### config.mk
export PLATFORM = sky130hd
export DESIGN_NAME = gcm_out_axis_tx
export DESIGN_NICKNAME = d
export VERILOG_FILES = /design/src/rtl/gcm_out_axis_tx.sv
export SDC_FILE = /design/constraint.sdc
export NUM_CORES = 1
export LEC_CHECK = 0
export CORE_UTILIZATION = 51
export DETAILED_ROUTE_END_ITERATION = 7
export PLACE_DENSITY = 0.75
export SYNTH_ARGS = -nofsm -noshare
export SYNTH_HDL_FRONTEND = slang
export SYNTH_SLANG_ARGS = --single-unit
### constraint.sdc
create_clock -name clk -period 5.88 [get_ports clk]
set_input_delay 1.176 -clock clk [delete_from_list [all_inputs] [get_ports clk]]
set_output_delay 1.176 -clock clk [all_outputs]
set_load 0.01 [all_outputs]
### src/rtl/gcm_out_axis_tx.sv
// rtl/gcm_out_axis_tx.sv - GCM result block FIFO serialised into 32-bit AXI-Stream beats
// Optional GCM_OUT_BSWAP_EN: byte-reverse each beat for little-endian DMA layout.
module gcm_out_axis_tx #(
    parameter int GCM_BLK_BITS   = 128,
    parameter int AXIS_DATA_BITS = 32,
    parameter int FIFO_DEPTH     = 4
) (
    input  logic                      clk,
    input  logic                      reset,
    input  logic [GCM_BLK_BITS-1:0]   gcm_out_blk,
    input  logic                      gcm_out_store_blk,
    input  logic                      gcm_done,
    output logic                      controller_out_ready,
    output logic [AXIS_DATA_BITS-1:0] m_axis_tdata,
    output logic                      m_axis_tvalid,
    output logic                      m_axis_tlast,
    input  logic                      m_axis_tready,
    output logic                      overflow_err,
    output logic                      busy
);

    localparam int BEATS  = GCM_BLK_BITS / AXIS_DATA_BITS;
    localparam int BEAT_W = $clog2(BEATS);
    localparam int PTR_W  = $clog2(FIFO_DEPTH);
    localparam int CNT_W  = PTR_W + 1;
    localparam int NBYTES = AXIS_DATA_BITS / 8;
    localparam logic [BEAT_W-1:0] LAST_BEAT = BEAT_W'(BEATS - 1);

    logic [GCM_BLK_BITS-1:0] mem_blk_q [FIFO_DEPTH];
    logic [FIFO_DEPTH-1:0]   mem_last_q;

    logic [PTR_W-1:0]  wr_ptr_q, wr_ptr_d;
    logic [PTR_W-1:0]  rd_ptr_q, rd_ptr_d;
    logic [CNT_W-1:0]  count_q, count_d;
    logic [BEAT_W-1:0] beat_cnt_q, beat_cnt_d;
    logic              overflow_q, overflow_d;

    logic                      full, empty, push, pop, handshake;
    logic [GCM_BLK_BITS-1:0]   head_blk;
    logic                      head_last;
    logic [AXIS_DATA_BITS-1:0] beat_word, out_word;

    assign full      = (count_q == CNT_W'(FIFO_DEPTH));
    assign empty     = (count_q == '0);
    assign head_blk  = mem_blk_q[rd_ptr_q];
    assign head_last = mem_last_q[rd_ptr_q];

    // A pop in the same cycle does not open a slot: ready depends on count only.
    assign push      = gcm_out_store_blk && !full;
    assign handshake = !empty && m_axis_tready;
    assign pop       = handshake && (beat_cnt_q == LAST_BEAT);

    always_comb begin
        beat_word = '0;
        for (int k = 0; k < BEATS; k++) begin
            if (beat_cnt_q == BEAT_W'(k)) begin
                beat_word = head_blk[GCM_BLK_BITS-1-k*AXIS_DATA_BITS -: AXIS_DATA_BITS];
            end
        end
    end

`ifdef GCM_OUT_BSWAP_EN
    always_comb begin
        out_word = '0;
        for (int b = 0; b < NBYTES; b++) begin
            out_word[8*b +: 8] = beat_word[AXIS_DATA_BITS-8-8*b +: 8];
        end
    end
`else
    assign out_word = beat_word;
`endif

    always_comb begin
        wr_ptr_d   = wr_ptr_q;
        rd_ptr_d   = rd_ptr_q;
        count_d    = count_q;
        beat_cnt_d = beat_cnt_q;
        overflow_d = overflow_q;

        if (push) begin
            wr_ptr_d = wr_ptr_q + PTR_W'(1);
        end
        if (gcm_out_store_blk && full) begin
            overflow_d = 1'b1;
        end
        if (handshake) begin
            beat_cnt_d = (beat_cnt_q == LAST_BEAT) ? '0 : beat_cnt_q + BEAT_W'(1);
        end
        if (pop) begin
            rd_ptr_d = rd_ptr_q + PTR_W'(1);
        end
        unique case ({push, pop})
            2'b10:   count_d = count_q + CNT_W'(1);
            2'b01:   count_d = count_q - CNT_W'(1);
            default: count_d = count_q;
        endcase
    end

    always_ff @(posedge clk or negedge reset) begin
        if (!reset) begin
            wr_ptr_q   <= '0;
            rd_ptr_q   <= '0;
            count_q    <= '0;
            beat_cnt_q <= '0;
            overflow_q <= 1'b0;
        end else begin
            wr_ptr_q   <= wr_ptr_d;
            rd_ptr_q   <= rd_ptr_d;
            count_q    <= count_d;
            beat_cnt_q <= beat_cnt_d;
            overflow_q <= overflow_d;
        end
    end

    // Storage needs no reset: nothing is read out while count is zero.
    always_ff @(posedge clk) begin
        if (push) begin
            mem_blk_q[wr_ptr_q]  <= gcm_out_blk;
            mem_last_q[wr_ptr_q] <= gcm_done;
        end
    end

    assign controller_out_ready = !full;
    assign m_axis_tvalid        = !empty;
    assign m_axis_tdata         = empty ? '0 : out_word;
    assign m_axis_tlast         = !empty && head_last && (beat_cnt_q == LAST_BEAT);
    assign overflow_err         = overflow_q;
    assign busy                 = !empty;

endmodule

==> results of run 1 <==
## flip-flops by register name, summed over array words and instances (netlist names)
name          flops
overflow_err      1
mem_blk_q       512
mem_last_q        4
count_q           3
beat_cnt_q        2
wr_ptr_q          2
rd_ptr_q          2
## worst paths after layout
check	start	depth (start not counted)	end
worst min-delay path	overflow_err	1	overflow_err
max in group asynchronous	reset	1	rd_ptr_q[0]
min in group asynchronous	reset	1	overflow_err
worst min register to register	overflow_err	1	overflow_err
worst max-delay path	beat_cnt_q[1]	8	m_axis_tdata[1]
worst max register to register	count_q[0]	8	count_q[2]
## cells by family (layout without fill, tap and decap cells)
family                   count (synthesis)  after routing  share of synthesized area, %
AO/OA/AOI/OAI                          196            196                          5.84
XOR/XNOR                                 6              6                         0.258
adder cells (fa/ha/maj)                 10             10                         0.650
buffers and inverters                   73            293                          1.79
flip-flops                             526            526                          77.2
multiplexers                           228            228                          13.2
other                                    0              4                             0
AND/OR/NAND/NOR                         53             53                          1.13
## layer usage
metal	vias to the layer above	track usage (%)	wire, um
met2	423	35.9	22000
met1	5394	29.0	17900
met4	12	9.52	1550
li1	4772	-	-
met5	-	0	78
met3	98	5.74	3590
## worst max-delay path: stages (launching register included)
cell,delay (ns)
dfrtp_1,0.39
inv_1,0.08
ha_1,0.23
nand3b_1,0.65
buf_4,0.50
o22ai_1,0.16
o21bai_1,0.09
a21oi_1,0.24
clkdlybuf4s50_1,0.58
## synth_stat cells
cell	n
nand2b_1	2
xor2_1	3
a21oi_1	32
o21bai_1	32
nand3b_1	1
and3_1	5
edfxtp_1	516
fa_1	1
nor3_1	1
buf_2	22
a31o_2	1
inv_1	8
xnor2_1	3
or3_1	1
nor2_1	34
a21o_1	1
nand2_1	7
nor2b_1	1
mux2i_1	194
mux2_2	2
or3b_1	1
ha_1	9
clkbuf_1	22
o21ai_0	2
o22ai_1	96
buf_6	4
buf_1	8
a211oi_1	2
buf_4	9
dfrtp_1	10
o21ai_1	30
mux4_2	32
## through the flow
stage | total power (W) | setup WS [ns] | utilization [%]
6_report | 0.0124 | 1.19 | 62.1
5_1_grt | 0.0130 | 1.03 | 62.1
4_1_cts | 0.0125 | 1.20 | 62.1
3_5_place_dp | 0.00940 | 1.83 | 57.9
3_3_place_gp | 0.00935 | 1.89 | 57.9
2_1_floorplan | 0.00785 | 1.18 | -
## final cells by class
cell class,instances,area (um^2),share of cell area [%]
Sequential cell,526,15800,64.9
Timing Repair Buffer,189,1890,7.79
Clock inverter,27,181,0.747
Antenna cell,4,10.0,0.0412
Tap cell,518,648,2.67
Multi-Input combinational cell,493,4330,17.8
Inverter,8,30.0,0.124
Clock buffer,69,1440,5.93
## report_power, final
part           leakage [nW]  switching (W)  internal (W)
clock                 0.798        0.00134       0.00180
sequential             4.84       0.000224       0.00496
combinational          2.64        0.00238       0.00173
total                  8.28        0.00394       0.00850
==> reports/qor.csv, run 1 <==
stage;metric;value;unit
finish;# nets final;1414;
placement;number of cells after detailed placement;1734;
clock_tree;Clock Tree Buf Depth;3;
global_routing;largest net degree at the start of global routing;80;
timing;slew margin rel.;23.4;%
detailed_routing;DR pass1 iterations;5;
critical_path;worst-path maximum fanout;19;
finish;commonest non-fill, non-tap cell in the layout;edfxtp_1;
placement;Area after DPL;22700;um^2
floorplanning;core area;39100;um^2
floorplanning;Die ar.;40800;um^2
hold_path;worst min-delay path class;reg2reg;
detailed_routing;DRT Wirelength;45100;um
critical_path;startpoint types;register;
global_routing;vias in the first global route;11041;
placement;DPL Wire Length;26500;um
finish;non-filler cells, final;1834;
detailed_routing;Initial DRC Count;752;
global_routing;GRT Total Usage;22.4;%
timing;final setup vio count;0;
global_routing;gr ovfl total;0;
yosys;Synth area leader;edfxtp_1;
pwr;Worst VDD drop;289;uV
clock_tree;clk_lat worst skew;0.60;ns
clock_tree;hold_buf cts;0;
yosys;post-synthesis cell count;1092;
global_routing;first-pass GRT wire length;67100;um
timing;RSZ-0062 raised after global routing;no;
yosys;top cell type's share of synthesized area;75.9;%
yosys;Syn Nets;1235;
critical_path;critical path arrival;3.52;ns
yosys;post-synthesis sequential area ratio;77.2;%
placement;PortBufs;169;
yosys;syn avg cell area;18.7;um^2
run;max_cap viols;0;
timing;post-route minimum period;4.69;ns
run_status;outcome;finished, final reports clean;
critical_path;crit path capture type;output port;
floorplanning;io pins;170;
yosys;Yosys cell types;32;
detailed_routing;total vias in the final route;10699;
critical_path;setup slack, reg-to-reg;3.12;ns
pwr;power density cells;512;nW/um^2
timing;Pins Over Slew Limit;0;
yosys;Cell Area, Synth;20400;um^2
clock_tree;Clock Root Buffer;clkbuf_16;
finish;Finished Cell Area;24300;um^2
timing;final hold viol count;0;
clock_tree;CTS buffer count;53;
critical_path;kind of critical path;reg2out;
finish;commonest non-fill, non-tap cells in the layout;edfxtp_1, mux2i_1, clkdlybuf4s50_1;
clock_tree;TritonCTS Sinks;526;
clock_tree;TritonCTS clock tree;built;
timing;final worst path period share;79.8;%
clock_tree;Post-CTS Repair Setup Buffers;0;
detailed_routing;Residual DRC;0;
clock_tree;htree depth;2;
pwr;Leakage Power;8.28;nW
timing;Clock Skew;0.0142;ns
finish;Layout area overhead;19.0;%
timing;achievable clock frequency;0.213;GHz
clock_tree;clk slew on worst S/H paths;0.06;ns
clock_tree;# resized after CTS;0;
global_routing;initial antenna violation count;10;
detailed_routing;Routed wire per std cell;24.6;um
finish;fill cell count;2783;
timing;total negative slack;0;ns
yosys;largest cells by area after synthesis;edfxtp_1, mux2i_1, mux4_2;
floorplanning;DIE WIDTH;202;um
yosys;synth warn;0;
floorplanning;Initial Util;52.2;%
floorplanning;FP Rows;72;
timing;WHS;0.506;ns
floorplanning;die height;202;um
detailed_routing;DR vias/cell;5.83;
placement;gpl congestion;0.867;
timing;Worst Tran Pin Value;1.15;ns
critical_path;worst endpoint required time;4.70;ns
detailed_routing;post-route ant nets;0;
finish;layout cell share with drive strength beyond 1;10.7;%
yosys;register bit total from synthesis;526;
Power figures use the tool's default switching activity.
==> inputs of run 2 (changes only) <==
--- a/config.mk
+++ b/config.mk
@@ -7,7 +7,7 @@
 export LEC_CHECK = 0
 export CORE_UTILIZATION = 51
 export DETAILED_ROUTE_END_ITERATION = 7
-export PLACE_DENSITY = 0.75
+export PLACE_DENSITY = 0.77
 export SYNTH_ARGS = -nofsm -noshare
 export SYNTH_HDL_FRONTEND = slang
 export SYNTH_SLANG_ARGS = --single-unit
==> constraint.sdc (replaced) <==
create_clock -name clk -period 4.3 [get_ports clk]
set_input_delay 0.86 -clock clk [delete_from_list [all_inputs] [get_ports clk]]
set_output_delay 0.86 -clock clk [all_outputs]
set_load 0.01 [all_outputs]
==> run 2 against run 1 <==
  * Design area is 0.83% higher
  * Utilization up 0.52 points
  * Sequential share of layout area down 0.53 points
  * Clock power grew 43%
  * Non-clock buffer count is 4 higher
  * Via count decreased by 0.68%
  * Critical path depth is 1 lower
==> reports/qor.csv, run 2 (synthesized netlist as in run 1, its figures left out) <==
stage;metric;value;unit
timing;achievable clock frequency;0.241;GHz
detailed_routing;total vias in the final route;10626;
run_status;outcome;finished, final reports clean;
critical_path;Critical-path top delay cell;dfrtp_4;
critical_path;worst endpoint required time;3.44;ns
floorplanning;die height;202;um
pwr;Leakage Power;8.37;nW
critical_path;CP dominant cell by count;buf_4;
detailed_routing;Max Used Layer;met5;
hold_path;hold depth;1;
global_routing;vias in the first global route;10933;
critical_path;startpoint types;register;
clock_tree;TritonCTS clock tree;built;
clock_tree;htree depth;2;
global_routing;initial antenna violation count;7;
clock_tree;clk slew on worst S/H paths;0.06;ns
critical_path;max incr delay on CP;0.73;ns
timing;total negative slack;0;ns
pwr;Worst VDD drop;551;uV
placement;DPL Wire Length;25800;um
finish;# nets final;1417;
critical_path;worst-path maximum fanout;26;
placement;PortBufs;169;
timing;final worst path period share;96.5;%
floorplanning;FP Rows;72;
clock_tree;Post-CTS Repair Setup Buffers;0;
pwr;power share of the combinational group;33.0;%
timing;post-route minimum period;4.15;ns
timing;RSZ-0062 raised after global routing;no;
timing;slew margin rel.;36.7;%
placement;number of cells after detailed placement;1738;
pwr;power density cells;706;nW/um^2
clock_tree;TritonCTS Sinks;526;
run;max_cap viols;0;
timing;Worst Tran Pin Value;0.949;ns
hold_path;Worst Hold Endpoint;overflow_err;
floorplanning;core area;39100;um^2
detailed_routing;Routed wire per std cell;23.9;um
finish;Largest register FFs;512;
floorplanning;Die ar.;40800;um^2
clock_tree;clk_lat worst skew;0.60;ns
critical_path;reg2reg path depth;8;
critical_path;kind of critical path;reg2out;
detailed_routing;Initial DRC Count;687;
detailed_routing;metal3 WL;3570;um
critical_path;crit path capture type;output port;
detailed_routing;DR vias/cell;5.79;
finish;register name with the most flops;mem_blk_q;
floorplanning;io pins;170;
critical_path;worst r2r src;count_q[2];
detailed_routing;post-route ant nets;0;
critical_path;Worst Setup SP;rd_ptr_q[1];
global_routing;first-pass GRT wire length;65800;um
critical_path;setup slack, reg-to-reg;1.62;ns
detailed_routing;DRT Wirelength;43900;um
finish;Largest regs;mem_blk_q (512), mem_last_q (4), count_q (3);
finish;commonest non-fill, non-tap cells in the layout;edfxtp_1, mux2i_1, clkdlybuf4s50_1;
timing;Clock Skew;0.0153;ns
hold_path;worst min-delay path class;reg2reg;
detailed_routing;metal2 WL;21800;um
timing;final hold viol count;0;
pwr;Clk network pwr share;26.0;%
clock_tree;Clock Root Buffer;clkbuf_16;
critical_path;worst r2r dst;count_q[2];
finish;layout cell share with drive strength beyond 1;11.2;%
pwr;cell-internal power;0.0119;W
clock_tree;Clock Tree Buf Depth;3;
finish;commonest non-fill, non-tap cell in the layout;edfxtp_1;
hold_path;hold path start;overflow_err;
detailed_routing;DR pass1 iterations;5;
pwr;Sequential Power Share;41.0;%
pwr;switching share of power;31.1;%
critical_path;critical path arrival;3.29;ns
placement;gpl congestion;0.787;
finish;non-filler cells, final;1836;
detailed_routing;Residual DRC;0;
detailed_routing;met1 wire length;17100;um
global_routing;largest net degree at the start of global routing;130;
global_routing;GRT Total Usage;21.9;%
clock_tree;CTS buffer count;52;
timing;Pins Over Slew Limit;0;
global_routing;gr ovfl total;0;
finish;Layout area overhead;20.0;%
pwr;net switching power figure;0.00538;W
floorplanning;Initial Util;52.2;%
floorplanning;DIE WIDTH;202;um
timing;final setup vio count;0;
critical_path;critical-path cell list;buf_4 > buf_4 > mux2i_1 > o22ai_1 > o21bai_1 > a21oi_1 > clkdlybuf4s50_1;
## run 2: power groups by stage
stage               Combinational, W  Clock [W]  Sequential (W)
finish                       0.00570    0.00450         0.00708
global route                 0.00609    0.00478         0.00716
CTS                          0.00576    0.00460         0.00708
detailed placement           0.00574          0         0.00719
global placement             0.00567          0         0.00713
floorplan                    0.00355          0         0.00710
## run 2: layout make-up
type	instances	area, um^2
clock buffers	64	1370
fillers	2773	14600
multi-input cells	493	4340
inverters	8	30.0
repair buffers	193	2000
diodes	2	5.00
flip-flops and latches	526	15800
well taps	518	648
clock inverters	32	344
## run 2: what timing repair did
item / CTS / global route
gates resized for setup: 0 / 2
hold buffers: 0 / 0
setup endpoints to repair: 0 / 4
## run 2: worst max-delay path by stage
stage / end / slack [ns] / cells after the start
after floorplan: mem_blk_q[3][0] / 1.39 / 1
after global placement: m_axis_tdata[0] / 0.77 / 8
after detailed placement: m_axis_tdata[20] / 0.72 / 8
after CTS: m_axis_tdata[20] / 0.09 / 8
after global routing: m_axis_tdata[22] / 0.006 / 7
final: m_axis_tdata[22] / 0.15 / 7
## run 2: worst max-delay path, delay by kind of cell (launching register included)
| family | cells | cell delay (ns) |
|---|---|---|
| muxes | 1 | 0.11 |
| DFF | 1 | 0.73 |
| buffers and inverters | 3 | 1.36 |
| AOI/OAI and AO/OA | 3 | 0.46 |
## run 2: metal layers
metal | up-vias | GRT usage [%]
li1 | 4770 | -
met1 | 5341 | 27.8
met2 | 399 | 36.0
met3 | 104 | 6.08
met4 | 12 | 8.17
met5 | - | 0
## run 2: per-stage QoR
| step | total power (W) | instance area, um^2 | hold WS, ns | setup WS (ns) | utilization [%] |
|---|---|---|---|---|---|
| global route | 0.0180 | 24500 | 0.501 | 0.00632 | 62.6 |
| detailed placement | 0.0129 | 22800 | 0.477 | 0.724 | 58.2 |
| global placement | 0.0128 | 22800 | 0.468 | 0.769 | 58.2 |
| floorplan | 0.0106 | 20400 | 0.476 | 1.39 | - |
| finish | 0.0173 | 24500 | 0.485 | 0.150 | 62.6 |
| CTS | 0.0174 | 24500 | 0.491 | 0.0855 | 62.6 |
